<file path="config.mk">
export PLATFORM = sky130hd
export DESIGN_NAME = spi_master_ctrl
export DESIGN_NICKNAME = d
export VERILOG_FILES = /design/src/rtl/spi_master_ctrl.sv
export SDC_FILE = /design/constraint.sdc
export NUM_CORES = 1
export LEC_CHECK = 0
export CORE_ASPECT_RATIO = 1.5
export CORE_MARGIN = 4
export CORE_UTILIZATION = 24
export CTS_CLUSTER_DIAMETER = 100
export CTS_CLUSTER_SIZE = 28
export DETAILED_ROUTE_END_ITERATION = 10
export PLACE_DENSITY_LB_ADDON = 0.3
export SLEW_MARGIN = 10
export SYNTH_ARGS = -nofsm -noshare
export SYNTH_HDL_FRONTEND = slang
export SYNTH_SLANG_ARGS = --single-unit
</file>
<file path="constraint.sdc">
create_clock -name clk -period 3.1 [get_ports clk]
set_clock_uncertainty 0.15 [all_clocks]
set_input_delay 0.62 -clock clk [delete_from_list [all_inputs] [get_ports clk]]
set_output_delay 0.62 -clock clk [all_outputs]
set_load 0.02 [all_outputs]
</file>
<file path="src/rtl/spi_master_ctrl.sv">
// -----------------------------------------------------------------------------
// spi_master_ctrl
// Single-byte SPI master, mode 0 (sclk idles low, data sampled on the rising
// edge, changed on the falling edge), MSB first.
//
// Parameters
//   CLK_DIV  clk cycles per sclk half-period (1..255)
//   SS_GAP   clk cycles ss stays high between frames (1..255)
//
// Ports
//   clk      system clock, all state changes on its rising edge
//   rst      asynchronous active-low reset
//   start    frame request, only honoured in IDLE
//   tx_data  byte to send; captured at the cycle start is accepted
//   miso     serial data from the slave
//   sclk     SPI clock
//   mosi     serial data to the slave
//   ss       active-low slave select
//   busy     high from frame start until the FSM returns to IDLE
//   done     one-cycle pulse on the cycle ss rises
//   rx_data  last received byte, updated only together with done
// -----------------------------------------------------------------------------
module spi_master_ctrl #(
    parameter int CLK_DIV = 2,
    parameter int SS_GAP  = 2
) (
    input  logic       clk,
    input  logic       rst,
    input  logic       start,
    input  logic [7:0] tx_data,
    input  logic       miso,
    output logic       sclk,
    output logic       mosi,
    output logic       ss,
    output logic       busy,
    output logic       done,
    output logic [7:0] rx_data
);

    typedef enum logic [2:0] {
        IDLE,
        SETUP,
        XFER,
        HOLD,
        GAP
    } state_t;

    localparam logic [7:0] HALF_RELOAD = 8'(CLK_DIV - 1);
    // The cycle ss rises and the first IDLE cycle both count toward the
    // high time of ss, so GAP itself lasts SS_GAP-1 cycles. That lets a start
    // sampled in the first non-busy cycle give exactly SS_GAP cycles of ss high.
    localparam logic [7:0] GAP_RELOAD  = 8'((SS_GAP >= 2) ? (SS_GAP - 2) : 0);

    state_t      state_reg;
    logic [7:0]  half_cnt_reg;
    logic [2:0]  bit_cnt_reg;
    logic [7:0]  gap_cnt_reg;
    logic [7:0]  tx_sr_reg;
    logic [7:0]  rx_sr_reg;
    logic        sclk_reg;
    logic        mosi_reg;
    logic        ss_reg;
    logic        busy_reg;
    logic        done_reg;
    logic [7:0]  rx_data_reg;

    always_ff @(posedge clk or negedge rst) begin
        if (!rst) begin
            state_reg    <= IDLE;
            half_cnt_reg <= 8'd0;
            bit_cnt_reg  <= 3'd0;
            gap_cnt_reg  <= 8'd0;
            tx_sr_reg    <= 8'd0;
            rx_sr_reg    <= 8'd0;
            sclk_reg     <= 1'b0;
            mosi_reg     <= 1'b0;
            ss_reg       <= 1'b1;
            busy_reg     <= 1'b0;
            done_reg     <= 1'b0;
            rx_data_reg  <= 8'd0;
        end else begin
            done_reg <= 1'b0;
            case (state_reg)
                IDLE: begin
                    if (start) begin
                        state_reg    <= SETUP;
                        tx_sr_reg    <= tx_data;
                        mosi_reg     <= tx_data[7];
                        ss_reg       <= 1'b0;
                        busy_reg     <= 1'b1;
                        half_cnt_reg <= HALF_RELOAD;
                        bit_cnt_reg  <= 3'd0;
                    end
                end

                // First half-period with ss low: slave sees bit 7 before the
                // first rising edge.
                SETUP: begin
                    if (half_cnt_reg == 8'd0) begin
                        sclk_reg     <= 1'b1;
                        rx_sr_reg    <= {rx_sr_reg[6:0], miso};
                        half_cnt_reg <= HALF_RELOAD;
                        state_reg    <= XFER;
                    end else begin
                        half_cnt_reg <= half_cnt_reg - 8'd1;
                    end
                end

                XFER: begin
                    if (half_cnt_reg == 8'd0) begin
                        half_cnt_reg <= HALF_RELOAD;
                        sclk_reg     <= ~sclk_reg;
                        if (sclk_reg) begin
                            // Falling edge: advance the bit counter; the
                            // eighth fall (wrap from 7) ends the data phase
                            // with mosi left on bit 0.
                            bit_cnt_reg <= bit_cnt_reg + 3'd1;
                            if (bit_cnt_reg == 3'd7) begin
                                state_reg <= HOLD;
                            end else begin
                                tx_sr_reg <= {tx_sr_reg[6:0], 1'b0};
                                mosi_reg  <= tx_sr_reg[6];
                            end
                        end else begin
                            rx_sr_reg <= {rx_sr_reg[6:0], miso};
                        end
                    end else begin
                        half_cnt_reg <= half_cnt_reg - 8'd1;
                    end
                end

                HOLD: begin
                    if (half_cnt_reg == 8'd0) begin
                        ss_reg      <= 1'b1;
                        mosi_reg    <= 1'b0;
                        done_reg    <= 1'b1;
                        rx_data_reg <= rx_sr_reg;
                        if (SS_GAP > 1) begin
                            state_reg   <= GAP;
                            gap_cnt_reg <= GAP_RELOAD;
                        end else begin
                            state_reg <= IDLE;
                            busy_reg  <= 1'b0;
                        end
                    end else begin
                        half_cnt_reg <= half_cnt_reg - 8'd1;
                    end
                end

                GAP: begin
                    if (gap_cnt_reg == 8'd0) begin
                        state_reg <= IDLE;
                        busy_reg  <= 1'b0;
                    end else begin
                        gap_cnt_reg <= gap_cnt_reg - 8'd1;
                    end
                end

                default: state_reg <= IDLE;
            endcase
        end
    end

    assign sclk    = sclk_reg;
    assign mosi    = mosi_reg;
    assign ss      = ss_reg;
    assign busy    = busy_reg;
    assign done    = done_reg;
    assign rx_data = rx_data_reg;

endmodule

</file>
== Word level (Yosys, flattened, before mapping) ==
Cells that the tools add are included.

* Input bits: 12
* Register bits: 50

* Multiplexer cells: 44
* Eq/ne operators: 16
* Reduce and logical (&&, ||, !) cells: 22
* Bitwise operators: 1
* Add/sub/neg operators: 3

{| class="wikitable"
|+ Operators by type and width
! cell !! count
|-
| 8-bit 2-to-1 mux || 8
|-
| 8-bit case mux with 2 select lines || 2
|-
| 3-bit 2-to-1 mux || 10
|-
| 7-bit 2-to-1 mux || 4
|-
| 8-bit case mux with 3 select lines || 1
|-
| 2-bit != test, second input constant || 11
|-
| 8-bit zero test || 2
|-
| 8-bit by 1-bit subtractor with 8-bit output, second input constant || 2
|-
| 3-bit case mux with 5 select lines || 1
|-
| 3-bit AND reduction || 5
|-
| 7-bit case mux with 2 select lines || 1
|-
| 1-bit 2-to-1 mux || 12
|-
| 2-bit nonzero test || 5
|-
| 4-bit AND reduction || 2
|-
| 7-bit AND reduction || 1
|-
| 3-bit by 2-bit == test with 1-bit output, second input constant || 2
|-
| 3-bit == test, second input constant || 2
|-
| 1-bit case mux with 2 select lines || 3
|-
| 3-bit case mux with 2 select lines || 1
|-
| 6-bit AND reduction || 1
|-
| 3-bit nonzero test || 2
|-
| 5-bit AND reduction || 1
|-
| 3-bit by 1-bit adder with 3-bit output, second input constant || 1
|-
| 3-bit by 1-bit == test with 1-bit output, second input constant || 1
|-
| other kinds (5) || 5
|}

== Depth between registers and ports, before layout ==
Gate-level depths: netlist (run 1).

* Word-level depth: 5
* Mapped depth: 9

== Least setup slack after synthesis (run 1) ==
Ideal clock, no wire load.

* Path type: reg2reg
* Start: register half_cnt_reg[0]
* End: register rx_data_reg[1] (netlist: rx_data[1])
* Slack: 0.523 ns
* Arrival: 2.302 ns
* Cell stages (with the launch flop): 10
* Buffers on the path: 3
* Clock period less this slack: 2.577 ns
* Setup time: 0.125 ns
* Cell sequence: dfrtp_1 inv_1 ha_1 or4b_1 buf_2 or4_4 buf_6 clkinv_2 buf_12 mux2_4

* Word-level cells in the longest chain between the ends: 2

{| class="wikitable"
|+ Ends and longest elaborated chain
! item !! line !! RTL
|-
| start: declaration || 55 || <nowiki>logic [7:0] half_cnt_reg;</nowiki>
|-
| start signal: assignment || 105 || <nowiki>half_cnt_reg <= half_cnt_reg - 8'd1;</nowiki>
|-
| start signal: assignment || 128 || <nowiki>half_cnt_reg <= half_cnt_reg - 8'd1;</nowiki>
|-
| start signal: assignment || 146 || <nowiki>half_cnt_reg <= half_cnt_reg - 8'd1;</nowiki>
|-
| 8-bit zero test || 133 || <nowiki>if (half_cnt_reg == 8'd0) begin</nowiki>
|-
| 2-bit AND reduction (no line) || -- ||
|-
| end signal: assignment || 137 || <nowiki>rx_data_reg <= rx_sr_reg;</nowiki>
|-
| end: declaration || 65 || <nowiki>logic [7:0] rx_data_reg;</nowiki>
|}

No other way between the ends.
A chain may end at the register's enable or synchronous reset.

== Worst setup path after layout (run 1) ==
* Start: register half_cnt_reg[0]
* End: register rx_data_reg[0] (netlist: rx_data[0])

The elaborated chain is that of the path after synthesis.

==> summary.txt, run 1 <==
Outcome
  – Outcome: complete, no violations

STA
  – Headroom to the max-slew limit: 0.5332
  – Clock period minus worst slack: 2.775 ns
  – FMAX: 360.3 MHz
  – Setup-failing EPs final: 0
  – Total negative slack: 0 ns
  – Hold Violations, Final: 0
  – Final period utilization: 0.8953
  – Final hold slack: 0.08865 ns
  – Final setup margin: 0.3245 ns
  – Worst Tran Pin Value: 0.6914 ns
  – RSZ-0062 raised after global routing: false
  – Final Max Tran Viols: 0

CTS
  – Post-CTS Setup Bufs: 0
  – CTS tree: built
  – Post-CTS Hold Buffers: 0
  – Clk Latency, worst-skew pair: 0.29 ns
  – CTS buffer count: 5
  – Post-CTS Resized: 0
  – Reg clk slew, reported paths: 0.06 ns
  – CTS Sinks: 50
  – CTS max path bufs: 2
  – H-tree Lvls: 2
  – Clock Tree Root: clkbuf_16

Critical path
  – Max FO, Critical Path: 11
  – Worst reg2reg endpoint: rx_data[0]
  – CP required: 3.12 ns
  – Worst reg-to-reg setup slack: 0.32 ns
  – Critical path startpoint category: flip-flop
  – Crit. End Element: flip-flop
  – Crit Path Class: reg2reg
  – Crit path arrival time: 2.80 ns
  – R2R cell count: 6
  – R2R Path Start: half_cnt_reg[0]

Yosys
  – Synth unique cells: 46
  – Mapped Area: 2484 µm²
  – Synthesized area per cell: 11.39 µm²
  – Compound-Gate Fraction of Synth Area: 0.1350
  – Post-synthesis mux area share: 0.1521
  – Synth Area in XOR/XNOR: 0.007053
  – Sequential area share after synthesis: 0.5043
  – EDFF count, synth: 0
  – Post-synth ARST share: 1.000
  – Post-synth top flop: dfrtp_1
  – Adder-Cell Fraction of Synth Area: 0.02519
  – Yosys warnings: 0
  – Yosys reg bits: 50
  – Cell count after synthesis: 218
  – Post-synthesis net count: 235
  – Simple-gate share of the synthesized area: 0.1426
  – Largest family of logic cells by synthesized area: multiplexers

Drt
  – Total vias in the final route: 1744
  – Vias per cell: 4.791
  – Routed Antenna Nets: 0
  – WL/cell: 13.64 µm
  – TritonRoute pass-1 iters: 4
  – Drt initial violations: 93
  – Residual DRC: 0
  – Total Wirelength: 4.965 mm

Finish
  – P&R area growth vs syn: 20.55%
  – Final Non-Filler Cells: 364
  – Nets: 263
  – N_diodes: 0
  – Commonest non-fill, non-tap cells in the layout: 49 x dfrtp_1, 26 x mux2_2, 23 x clkdlybuf4s50_1
  – Final core utilization: 0.2954
  – Commonest non-fill, non-tap cell in the layout: dfrtp_1
  – Layout cell share with drive strength beyond 1: 0.2105

GRT
  – Vias in the first global route: 1809
  – First-pass GRT wire length: 8.866 mm
  – GRT overflow: 0
  – Initial antenna violation count: 0
  – Largest net degree at the start of global routing: 36
  – Total GRT Usage: 0.09033

Place
  – Placed Cells: 356
  – DP HPWL: 3.582 mm
  – Final GP Congestion: 0.7540
  – Pre-CTS setup slack: 0.3484 ns
  – Port Buffers: 24

Run
  – MaxCap Viol Count: 0

Die
  – Die Height: 132.6 µm
  – Initial Util: 0.2451
  – Core Rows: 45
  – Core box area: 10130 µm²
  – Die Wd: 91.06 µm
  – Top Ports: 25
  – Die footprint: 12070 µm²

Power and ir drop
  – Pwr dens: 411.0 nW/µm²
  – Leakage: 1.285 nW
  – Worst ir drop on vdd: 292.0 µV

Min path
  – Hold Crit Class: in2async
logic make-up after synthesis:
family,count (synthesis)
buffers and inverters,15
xor gates and xnor gates,2
and+or+nand+nor,62
muxes,32
DFF,50
AOI/OAI and AO/OA,52
adders and majority gates,5
per-stage QoR:
step	instance area [µm²]	power, mW
2_1_floorplan	2484	0.6703
3_3_place_gp	2846	0.6990
3_5_place_dp	2846	0.6989
4_1_cts	2994	1.256
5_1_grt	2994	1.283
6_report	2994	1.231
report_power, final:
group	switching [mW]	internal (mW)	leakage, nW	total (mW)
clock network	0.225	0.320	0.0739	0.545
logic	0.0167	0.0162	0.551	0.0329
registers	0	0.653	0.660	0.653
total	0.242	0.989	1.28	1.23
Yosys cell counts, drive strengths merged (2+ instances only):
| cell type | n | area (µm²) |
|---|---|---|
| nor2b | 4 | 25.02 |
| o21bai | 3 | 22.52 |
| ha | 5 | 62.56 |
| nor2 | 13 | 48.80 |
| nand2 | 9 | 33.78 |
| a211oi | 3 | 22.52 |
| a31oi | 4 | 25.02 |
| clkbuf | 4 | 15.01 |
| or3 | 4 | 25.02 |
| or4b | 2 | 20.02 |
| inv | 6 | 22.52 |
| nand4 | 2 | 12.51 |
| xnor2 | 2 | 17.52 |
| o21ai | 12 | 60.06 |
| o41ai | 3 | 26.28 |
| a21oi | 12 | 60.06 |
| nor4b | 2 | 23.77 |
| nor3 | 5 | 25.02 |
| dfrtp | 49 | 1226 |
| buf | 4 | 41.29 |
| o31ai | 6 | 45.04 |
| o311ai | 2 | 17.52 |
| a22o | 3 | 26.28 |
| nor3b | 2 | 15.01 |
| mux2 | 31 | 367.8 |
| nand2b | 4 | 25.02 |
| or2 | 2 | 12.51 |
| nand3 | 6 | 30.03 |
| or4 | 3 | 26.27 |
layer usage:
layer  global-route usage  vias up  wire length [µm]
li1                     -      861                 -
met1               0.1077      845              2181
met2               0.1512       30              2504
met3              0.02105        8               154
met4              0.04530        0               124
met5                    0        -                 0
area by class of cell:
| cell class | count | area (µm²) |
|---|---|---|
| clock buffer | 7 | 142.6 |
| clock inverter | 1 | 5.005 |
| fill | 1079 | 7141 |
| inverter | 7 | 27.53 |
| multi-input combinational | 153 | 1147 |
| sequential | 50 | 1252 |
| tap | 117 | 146.4 |
| timing repair buffer | 29 | 272.8 |
critical path, cell delays in order, from the launching register on:
cell and delay, ns:
dfrtp_1 0.40, inv_1 0.07, ha_1 0.22, or4b_1 0.61
or4_4 0.63, clkinv_2 0.21, mux2_2 0.36
worst max-delay path by stage:
stage	startpoint	endpoint	slack, ns	cells past startpoint
global placement	half_cnt_reg[0]	rx_data[0]	0.38	6
CTS	half_cnt_reg[0]	rx_data[0]	0.34	6
global route	half_cnt_reg[0]	rx_data[0]	0.24	6
detailed placement	half_cnt_reg[0]	rx_data[0]	0.35	6
floorplan	half_cnt_reg[0]	rx_data[1]	0.52	9
finish	half_cnt_reg[0]	rx_data[0]	0.32	6
No activity file was read; power rests on OpenSTA's default activity.
==> run 2: changes to the inputs <==
CORE_MARGIN = not set   (was 4)
==> run 2 against run 1 <==
Final cell count increased by 0.55%. Setup slack improved by 0.045 ns. Count of clock-buffer cells in the layout decreased by 1. Sequential cell count unchanged. Worst hold slack improved by 0.022 ns. Die area decreased by 11%. Critical path type unchanged. Largest power group unchanged.
==> summary.txt, run 2 (synthesized netlist as in run 1, its figures left out) <==
Outcome
  – Outcome: complete, no violations

GRT
  – GRT overflow: 0 (unchanged)
  – Largest net degree at the start of global routing: 34 (-5.6%)
  – First-pass GRT wire length: 8.887 mm (+0.24%)
  – Initial antenna violation count: 0 (unchanged)
  – Total GRT Usage: 0.1066 (+0.01629)
  – Vias in the first global route: 1818 (+0.50%)

CTS
  – CTS Sinks: 50 (unchanged)
  – Reg clk slew, reported paths: 0.07 ns (about the same)
  – Clk Latency, worst-skew pair: 0.29 ns (about the same)
  – H-tree Lvls: 2 (unchanged)
  – CTS tree: built
  – CTS buffer count: 5 (unchanged)
  – CTS max path bufs: 2 (unchanged)
  – Post-CTS Setup Bufs: 0 (unchanged)
  – Post-CTS Hold Buffers: 0 (unchanged)
  – Post-CTS Resized: 0 (unchanged)
  – Clock Tree Root: clkbuf_16

Critical path
  – CP bufs+invs: 2 (unchanged)
  – Critical path startpoint category: flip-flop
  – Critical path origin: half_cnt_reg[0]
  – Max FO, Critical Path: 11 (unchanged)
  – CP required: 3.13 ns (about the same)
  – R2R Path Start: half_cnt_reg[0]
  – Crit. End Element: flip-flop
  – Crit-path cells: inv_1, ha_1, or4b_1, or4_4, clkinv_2, mux2_2
  – Crit path arrival time: 2.76 ns (-0.04 ns)
  – Crit-path leading delay family: simple AND/OR/NAND/NOR gates
  – Slowest CP cell: or4_4
  – Crit Path Class: reg2reg
  – Delay of the slowest critical-path stage: 0.63 ns (about the same)

Power and ir drop
  – Leakage: 1.293 nW (+0.59%)
  – Power share of the clock group: 0.439 (-0.004)
  – Pwr dens: 407.7 nW/µm² (-0.80%)
  – Worst ir drop on vdd: 206.0 µV (-29%)
  – P_sw: 0.2578 mW (+6.6%)
  – Internal power: 0.9655 mW (-2.3%)
  – Switch share: 0.2108 (+0.01416)
  – Gate power share: 0.028 (about the same)
  – Flop pwr share: 0.533 (+0.003)

STA
  – Final setup margin: 0.3700 ns (+0.04545 ns)
  – Headroom to the max-slew limit: 0.5040 (-0.02922)
  – Setup-failing EPs final: 0 (unchanged)
  – Total negative slack: 0 ns (unchanged)
  – Worst Tran Pin Value: 0.7408 ns (+0.04934 ns)
  – Final period utilization: 0.8807 (-0.01466)
  – Clock period minus worst slack: 2.730 ns (-0.04545 ns)
  – RSZ-0062 raised after global routing: false
  – FMAX: 366.3 MHz (+1.7%)
  – Final Max Tran Viols: 0 (unchanged)
  – Hold Violations, Final: 0 (unchanged)

Place
  – Pre-CTS setup slack: 0.3784 ns (+0.03006 ns)
  – Port Buffers: 24 (unchanged)
  – Placed Cells: 358 (+0.56%)
  – Final GP Congestion: 0.7536 (about the same)
  – DP HPWL: 3.741 mm (+4.4%)

Finish
  – P&R area growth vs syn: 20.81%
  – Commonest non-fill, non-tap cell in the layout: dfrtp_1
  – Layout cell share with drive strength beyond 1: 0.2169 (+0.006341)
  – N_diodes: 0 (unchanged)
  – Commonest non-fill, non-tap cells in the layout: 49 x dfrtp_1, 26 x mux2_2, 23 x clkdlybuf4s50_1
  – Final Non-Filler Cells: 366 (+0.55%)
  – Nets: 265 (+0.76%)

Die
  – Die Height: 126.6 µm (-4.5%)
  – Core box area: 10080 µm² (-0.56%)
  – Die footprint: 10770 µm² (-11%)
  – Initial Util: 0.2464 (+0.001369)
  – Die Wd: 85.06 µm (-6.6%)
  – Core Rows: 45 (unchanged)
  – Top Ports: 25 (unchanged)

Min path
  – Hold Crit Class: in2async

Drt
  – Total Wirelength: 5.241 mm (+5.6%)
  – WL/cell: 14.32 µm (+5.0%)
  – Routed Antenna Nets: 0 (unchanged)
  – Vias per cell: 4.872 (+1.7%)
  – TritonRoute pass-1 iters: 4 (unchanged)
  – Total vias in the final route: 1783 (+2.2%)
  – Residual DRC: 0 (unchanged)
  – Drt initial violations: 75 (-19%)

Run
  – MaxCap Viol Count: 0 (unchanged)
==> run 2: cell types whose count changed in the layout (fill, tap and decap cells not counted) <==
cell      change
clkinv_2      +1
buf_4         +2
clkbuf_8      -1
==> run 2: path summary, 6_finish.rpt <==
path                                    to  slack [ns]  cells past startpoint
max in group asynchronous             done        1.89                      2
max                             rx_data[0]        0.37                      6
min reg2reg                   tx_sr_reg[1]        0.35                      1
min                        half_cnt_reg[2]        0.11                      1
max reg2reg                     rx_data[0]        0.37                      6
min in group clk              tx_sr_reg[1]        0.35                      1
==> run 2: final cells by class <==
class / instances / area, µm²
flip-flops and latches: 50 / 1252
repair buffers: 31 / 287.8
well taps: 117 / 146.4
fillers: 1026 / 7078
clock buffers: 6 / 128.9
inverters: 7 / 27.53
multi-input cells: 153 / 1147
clock inverters: 2 / 10.01
==> run 2: metrics by stage <==
stage / utilization / hold slack (ns) / power, mW / instance area [µm²]
floorplan: - / 0.1744 / 0.6703 / 2484
global placement: 0.2839 / 0.3325 / 0.6998 / 2861
detailed placement: 0.2839 / 0.3358 / 0.7001 / 2861
CTS: 0.2977 / 0.1321 / 1.243 / 3000
global route: 0.2977 / 0.1440 / 1.271 / 3000
finish: 0.2977 / 0.1106 / 1.223 / 3000
==> run 2: layer usage <==
metal	vias up	wire, µm	GRT usage
li1	863	-	-
met1	871	2306	0.1238
met2	35	2574	0.1755
met3	14	190	0.02668
met4	0	170	0.06481
met5	-	0	0
==> run 2: worst register-to-register path, cell delays in order (launching register included) <==
cell	delay (ns)
dfrtp_1	0.40
inv_1	0.07
ha_1	0.23
or4b_1	0.57
or4_4	0.63
clkinv_2	0.21
mux2_2	0.36
==> run 2: power groups by stage <==
stage	clock (mW)	combinational, mW	sequential (mW)
finish	0.537	0.0338	0.652
global route	0.581	0.0386	0.652
CTS	0.555	0.0357	0.652
detailed placement	0	0.0356	0.665
global placement	0	0.0353	0.665
floorplan	0	0.00549	0.665
==> run 3: changes to the inputs <==
PLACE_DENSITY_LB_ADDON = not set   (was 0.3)
==> run 3 against run 2 <==
First-iteration DRC count decreased by 33%. Final area increased by 0.25%. Sequential power is essentially flat. Final cell count shrank 0.55%. Die area did not move. Critical path depth stayed put. Setup slack worse by 0.0064 ns. Worst hold slack better by 0.11 ns. Routed wire length fell by 4.0%. Via count is 0.11% higher. Register-to-register slack about the same. Count of clock-buffer cells in the layout up 1.
==> summary.txt, run 3 (synthesized netlist as in run 1, its figures left out) <==
Run
  – MaxCap Viol Count: 0 (unchanged)

CTS
  – Clock Tree Root: clkbuf_16
  – Post-CTS Hold Buffers: 0 (unchanged)
  – CTS tree: built
  – Reg clk slew, reported paths: 0.07 ns (about the same)
  – Post-CTS Resized: 0 (unchanged)
  – CTS max path bufs: 2 (unchanged)
  – Clk Latency, worst-skew pair: 0.29 ns (about the same)
  – Post-CTS Setup Bufs: 0 (unchanged)
  – CTS buffer count: 5 (unchanged)
  – CTS Sinks: 50 (unchanged)
  – H-tree Lvls: 2 (unchanged)

Critical path
  – Max FO, Critical Path: 11 (unchanged)
  – CP required: 3.13 ns (about the same)
  – Crit Path Class: reg2reg
  – Crit path arrival time: 2.76 ns (about the same)
  – Critical path startpoint category: flip-flop
  – Slowest CP cell: or4_4
  – R2R cell count: 6 (unchanged)
  – Crit-path cells: inv_1, ha_1, or4b_1, or4_4, clkinv_2, mux2_2
  – Crit. End Element: flip-flop
  – Delay of the slowest critical-path stage: 0.63 ns (about the same)

Drt
  – TritonRoute pass-1 iters: 4 (unchanged)
  – WL/cell: 13.82 µm (-3.5%)
  – Routed Antenna Nets: 0 (unchanged)
  – Total vias in the final route: 1785 (+0.11%)
  – Total Wirelength: 5.030 mm (-4.0%)
  – Drt initial violations: 50 (-33%)
  – Residual DRC: 0 (unchanged)
  – Vias per cell: 4.904 (+0.66%)

Place
  – Port Buffers: 24 (unchanged)
  – Final GP Congestion: 0.7981 (+5.9%)
  – DP HPWL: 3.625 mm (-3.1%)
  – Pre-CTS setup slack: 0.3632 ns (-0.01518 ns)
  – Placed Cells: 356 (-0.56%)
  – Cell Area, Placed: 2846 µm² (-0.52%)

STA
  – Hold Violations, Final: 0 (unchanged)
  – Setup-failing EPs final: 0 (unchanged)
  – Final setup margin: 0.3636 ns (-0.006387 ns)
  – RSZ-0062 raised after global routing: false
  – Worst Tran Pin Value: 0.7730 ns (+0.03223 ns)
  – Final period utilization: 0.8827 (+0.002060)
  – Final Max Tran Viols: 0 (unchanged)
  – Clock period minus worst slack: 2.736 ns (+0.006387 ns)
  – FMAX: 365.4 MHz (-0.23%)
  – Headroom to the max-slew limit: 0.4824 (-0.02158)
  – Total negative slack: 0 ns (unchanged)
  – Final hold slack: 0.2254 ns (+0.1148 ns)

Finish
  – Commonest non-fill, non-tap cell in the layout: dfrtp_1
  – Fill cells: 1024 (-0.19%)
  – Post-Layout Inst Area: 3008 µm² (+0.25%)
  – Final core utilization: 0.2984 (+0.0007450)
  – Nets: 263 (-0.75%)
  – P&R area growth vs syn: 21.11%
  – Commonest non-fill, non-tap cells in the layout: 49 x dfrtp_1, 26 x mux2_2, 23 x clkdlybuf4s50_1
  – Layout cell share with drive strength beyond 1: 0.2146 (-0.002293)
  – Final Non-Filler Cells: 364 (-0.55%)
  – N_diodes: 0 (unchanged)

Die
  – Initial Util: 0.2464 (unchanged)
  – Die footprint: 10770 µm² (unchanged)
  – Die Wd: 85.06 µm (unchanged)
  – Core box area: 10080 µm² (unchanged)
  – Core Rows: 45 (unchanged)
  – Top Ports: 25 (unchanged)
  – Die Height: 126.6 µm (unchanged)

Power and ir drop
  – Leakage: 1.291 nW (-0.11%)
  – Worst ir drop on vdd: 274.6 µV (+33%)
  – Pwr Total: 1.268 mW (+3.7%)
  – Pwr dens: 421.6 nW/µm² (+3.4%)

Outcome
  – Outcome: complete, no violations

GRT
  – Vias in the first global route: 1850 (+1.8%)
  – Total GRT Usage: 0.1028 (-0.003785)
  – Initial antenna violation count: 0 (unchanged)
  – First-pass GRT wire length: 8.756 mm (-1.5%)
  – Largest net degree at the start of global routing: 34 (unchanged)
  – GRT overflow: 0 (unchanged)

Min path
  – Hold Crit Class: in2async
-- run 3: layer usage --
metal,wire [µm],vias up,track usage
met5,0,-,0
met2,2561,25,0.1755
met3,142,12,0.02472
li1,-,866,-
met1,2165,882,0.1150
met4,161,0,0.06181
-- run 3: final timing paths --
kind,from,to,slack (ns)
max reg2reg,half_cnt_reg[1],rx_data[0],0.36
min in group clk,gap_cnt_reg[0],gap_cnt_reg[0],0.35
min,rst,done,0.23
min reg2reg,gap_cnt_reg[0],gap_cnt_reg[0],0.35
max in group asynchronous,rst,tx_sr_reg[5],1.85
max,half_cnt_reg[1],rx_data[0],0.36
-- run 3: report_power, final --
| part | switching [mW] | leakage, nW | total, mW | internal, mW |
|---|---|---|---|---|
| Combinational | 0.0163 | 0.551 | 0.0325 | 0.0162 |
| Clock | 0.239 | 0.0801 | 0.583 | 0.345 |
| Sequential | 0 | 0.660 | 0.652 | 0.652 |
| Total | 0.255 | 1.29 | 1.27 | 1.01 |
-- run 3: area by class of cell --
class / instances / area [µm²] / area share
inverter: 7 / 27.53 / 0.009151
clock inverter: 1 / 8.758 / 0.002912
multi-input combinational: 153 / 1147 / 0.3814
tap: 117 / 146.4 / 0.04867
clock buffer: 7 / 152.6 / 0.05075
sequential: 50 / 1252 / 0.4164
timing repair buffer: 29 / 272.8 / 0.09068
-- run 3: worst max-delay path, delay by kind of cell (launching register included) --
kind	cells	cell delay [ns]
buffers and inverters	2	0.28
DFF	1	0.38
and+or+nand+nor	2	1.22
muxes	1	0.36
adders and majority gates	1	0.23
==> RTL edit 1, RTL diff (config.mk and constraints of run 3) <==
Encoding of `state_t`: now one-hot (5 bits for 5 states).
--- a/src/rtl/spi_master_ctrl.sv
+++ b/src/rtl/spi_master_ctrl.sv
@@ -37,12 +37,12 @@
     output logic [7:0] rx_data
 );
 
-    typedef enum logic [2:0] {
-        IDLE,
-        SETUP,
-        XFER,
-        HOLD,
-        GAP
+    typedef enum logic [4:0] {
+        IDLE  = 5'b00001,
+        SETUP = 5'b00010,
+        XFER  = 5'b00100,
+        HOLD  = 5'b01000,
+        GAP   = 5'b10000
     } state_t;
 
     localparam logic [7:0] HALF_RELOAD = 8'(CLK_DIV - 1);
Behaviour: no difference found for any inputs over 10 cycles, from zero or initial values and one cycle with rst low; not proved beyond that.
==> RTL edit 1 against run 3 <==
- sequential cell count grew 2
- die area grew 4.2%
- hold slack improved by 0.091 ns
- first-iteration DRC count rose by 78%
- worst setup slack better by 0.16 ns
- largest cell class unchanged
- via count up 12%
- cell area increased by 5.4%
- sequential share of layout area shrank 0.53 points
- global-route usage grew 0.81 points
- fmax rose by 6.0%
- area after synthesis increased by 4.3%
- wire length grew 11%
Power is not compared: it rests on default switching activity, and its combinational part moved more than twofold at a synthesized area within 25%.
==> RTL edit 1: results (changes against run 3) <==
status = finished clean
Resized cells post-CTS = 0 (unchanged)
gr usage total = 0.111 (+0.00809)
commonest cells in the synthesized netlist = dfrtp_1 (50), nand2_1 (49), nor2_1 (25)
Hold Path Sink = ss$_DFFE_PN1P_
Ys Warns = 0 (unchanged)
Leakage = 0.00144 uW
CP Max Fanout = 10 (-1)
reg-to-reg endpoint = rx_sr_reg[1]$_DFFE_PN0P_
vias per cell = 4.56 (-7.0%)
Placed Area = 3010 um2 (+5.7%)
sequential fraction of the synthesis area = 0.503 (-0.00114)
synth unique cells = 54 (+17%)
Hold Crit Start = ss$_DFFE_PN1P_
number of global-route vias before repair = 2067 (+12%)
cells on worst reg2reg path = 4 (-2)
router iterations before antenna repair = 4 (unchanged)
Ant. Diodes = 0 (unchanged)
layout cells sized above 1 = 0.122 (-0.0921)
Total Wirelength = 5580 um (+11%)
WL/cell = 12.7 um (-7.9%)
Clk Latency, worst-skew pair = 0.29 ns (about the same)
VDD IR max = 0.328 mV
reg-to-reg slack, setup = 0.52 ns (+0.16 ns)
Setup Buffers After CTS = 0 (unchanged)
DP Cell Count = 429 (+21%)
Final GP Congestion = 0.797 (about the same)
worst reg2reg startpoint = state_reg[1]$_DFFE_PN0P_
Worst Hold Class = register to register
syn_nets = 283 (+20%)
clk slew on worst S/H paths = 0.07 ns (about the same)
nets = 311 (+18%)
antenna violations before repair = 0 (unchanged)
number of fill cells = 1103 (+7.7%)
Max Buffers Root-to-Sink = 2 (unchanged)
CP max stage delay = 0.49 ns (-0.14 ns)
post-DP HPWL = 4090 um (+13%)
largest net degree at the start of global routing = 27 (-21%)
Data arrival, critical path = 2.61 ns (-0.15 ns)
critical path's slowest cell = dfrtp_1
CTS buffer count = 5 (unchanged)
gate count after technology mapping = 265 (+22%)
H-tree levels = 2 (unchanged)
CTS root buf = clkbuf_16
1st-iter DRT viols = 89 (+78%)
Synth area leaders = dfrtp_1 (48%), nand2_1 (7.1%), mux2_2 (3.9%)
Setup WS pre-CTS = 0.295 ns (-0.0686 ns)
port bufs = 24 (unchanged)
Top FF cell, synth = dfrtp_1
hold path depth = 2
Slew @ Worst Pin = 0.829 ns (+0.0561 ns)
global-route wire length before repair = 9740 um (+11%)
Async SR Flop Fraction = 1.00 (unchanged)
==> RTL edit 1: power breakdown <==
group,switching [uW],internal (uW)
clock network,250,323
logic,509,407
registers,150,825
==> RTL edit 1: worst max path at each step <==
stage	from	end	slack, ns
floorplan	state_reg[1]$_DFFE_PN0P_	rx_sr_reg[1]$_DFFE_PN0P_	0.72
global placement	start	half_cnt_reg[3]$_DFFE_PN0P_	0.36
detailed placement	start	half_cnt_reg[5]$_DFFE_PN0P_	0.29
CTS	state_reg[1]$_DFFE_PN0P_	rx_sr_reg[1]$_DFFE_PN0P_	0.51
global route	half_cnt_reg[0]$_DFFE_PN0P_	mosi$_DFFE_PN0P_	0.37
finish	state_reg[1]$_DFFE_PN0P_	rx_sr_reg[1]$_DFFE_PN0P_	0.52
==> RTL edit 1: cell families after synthesis <==
kind of cell,count (synthesis),share of synthesized area
AND/OR/NAND/NOR,124,0.248
multiplexers,13,0.0555
AO/OA/AOI/OAI,40,0.100
flip-flops,52,0.503
adder cells (fa/ha/maj),6,0.0290
buffers and inverters,21,0.0338
XOR/XNOR,9,0.0304
==> RTL edit 1: cell type report <==
class	instances	area share
clock buffer	6	0.0438
clock inverter	2	0.00434
inverter	10	0.0118
multi-input combinational	192	0.378
sequential	52	0.411
tap	144	0.0568
timing repair buffer	32	0.0939
==> RTL edit 1: what timing repair did <==
| item | 4_1_cts | 5_1_grt |
|---|---|---|
| hold buffers | 1 | 0 |
| endpoints found under the setup margin | 0 | 0 |
| endpoints found under the hold margin | 5 | 0 |
==> RTL edit 1: metal layers <==
metal	part of all wire	track usage	up-vias	wire length, um
li1	-	-	980	-
met1	0.45	0.128	976	2500
met2	0.50	0.198	33	2810
met3	0.028	0.0197	9	158
met4	0.019	0.0490	0	106
met5	0	0	-	0
==> RTL edit 1: worst max-delay path, delay by kind of cell, from the launching register on <==
family / cells / cell delay, ns
simple gates: 2 / 0.94
mux: 1 / 0.40
compound gates: 1 / 0.49
flops: 1 / 0.49
==> RTL edit 1: metrics by stage <==
step / hold slack, ns / util
floorplan: 0.174 / -
global placement: 0.301 / 0.286
detailed placement: 0.305 / 0.286
CTS: 0.319 / 0.301
global route: 0.340 / 0.301
finish: 0.316 / 0.301
==> RTL edit 2, RTL diff (config.mk and constraints of run 3) <==
Without the edit above. Register the output `done` once more, without a reset; this adds one clock of latency there. The other outputs are not delayed to match. Comments in the files are not updated.
--- a/src/rtl/spi_master_ctrl.sv
+++ b/src/rtl/spi_master_ctrl.sv
@@ -165,7 +165,9 @@
     assign mosi    = mosi_reg;
     assign ss      = ss_reg;
     assign busy    = busy_reg;
-    assign done    = done_reg;
+    always_ff @(posedge clk) begin
+        done <= done_reg;
+    end
     assign rx_data = rx_data_reg;
 
 endmodule
Behaviour: no difference found for any inputs over 10 cycles, from zero or initial values and one cycle with rst low; that may be too few to reach the edited logic, so the function may still have changed.
==> RTL edit 2 against run 3 <==
- sequential cell count increased by 1
- worst setup slack worse by 0.037 ns
- area after synthesis up 0.81%
- sequential share of layout area is 0.11 points higher
- largest power group unchanged
- total power is 4.8% higher
- wire length shrank 2.1%
- cell area increased by 1.3%
- count of clock-buffer cells in the layout shrank 2
==> RTL edit 2: results (changes against run 3) <==
global-route wire length before repair = 8710 um (-0.48%)
synth unique cells = 47 (+2.2%)
VDD IR max = 0.445 mV (+62%)
vias per cell = 4.92 (+0.23%)
Data arrival, critical path = 2.80 ns (+0.04 ns)
Total Wirelength = 4920 um (-2.1%)
1st-iter DRT viols = 54 (+8.0%)
relative slew slack = 0.517 (+0.0348)
number of fill cells = 1046 (+2.1%)
gr usage total = 0.101 (-0.00228)
met3 Usage GRT = 0.0252 (+0.000470)
syn_nets = 236 (+0.43%)
synthesis-stage register bit count = 51 (+2.0%)
WL/cell = 13.5 um (-2.4%)
status = finished clean
Metal-1 WL = 2210 um (+2.2%)
Sw Ratio = 0.199 (-0.00155)
sequential fraction of the synthesis area = 0.508 (+0.00396)
largest net degree at the start of global routing = 51 (+50%)
layout cells sized above 1 = 0.214 (-0.000865)
gate count after technology mapping = 219 (+0.46%)
Setup WS pre-CTS = 0.348 ns (-0.0151 ns)
Util after Layout = 0.301 (+0.00229)
Async SR Flop Fraction = 0.980 (-0.0196)
Switch Pwr = 265 uW (+4.0%)
Data buffer area share = 0.0936 (+0.00291)
clock-cell share of area = 0.0554 (+0.00176)
met1 Use GR = 0.123 (+0.00815)
DP Cell Count = 357 (+0.28%)
post-DP HPWL = 3430 um (-5.5%)
fraction of area in multi-input gates = 0.376 (-0.00501)
Placeable Area = 10100 um2 (+0.56%)
number of global-route vias before repair = 1825 (-1.4%)
Final GP Congestion = 0.837 (+4.9%)
Leakage = 0.00131 uW (+1.3%)
[RTL edit 2: changes by cell type after synthesis, sizes merged]
cell and delta:
dfxtp +1
[RTL edit 2: worst paths after layout]
path | endpoint | slack (ns) | depth (start not counted)
max | rx_data[0]$_DFFE_PN0P_ | 0.33 | 6
min | rx_data[3]$_DFFE_PN0P_ | 0.14 | 2
max reg2reg | rx_data[0]$_DFFE_PN0P_ | 0.33 | 6
min reg2reg | done$_DFF_P_ | 0.21 | 0
max in group asynchronous | ss$_DFFE_PN1P_ | 2.37 | 2
min in group clk | done$_DFF_P_ | 0.21 | 0
[RTL edit 2: cells by family after synthesis]
family | synth area share
adders and majority gates | 0.0250
and+or+nand+nor | 0.141
buffers and inverters | 0.0335
xor gates and xnor gates | 0.00700
AOI/OAI and AO/OA | 0.134
muxes | 0.151
DFF | 0.508
[RTL edit 2: critical path: cells and delay by family (launching register included)]
kind          cells  cell delay, ns
simple gates      2            1.24
fa+ha+maj         1            0.22
buf+inv           2            0.28
flops             1            0.40
mux               1            0.36
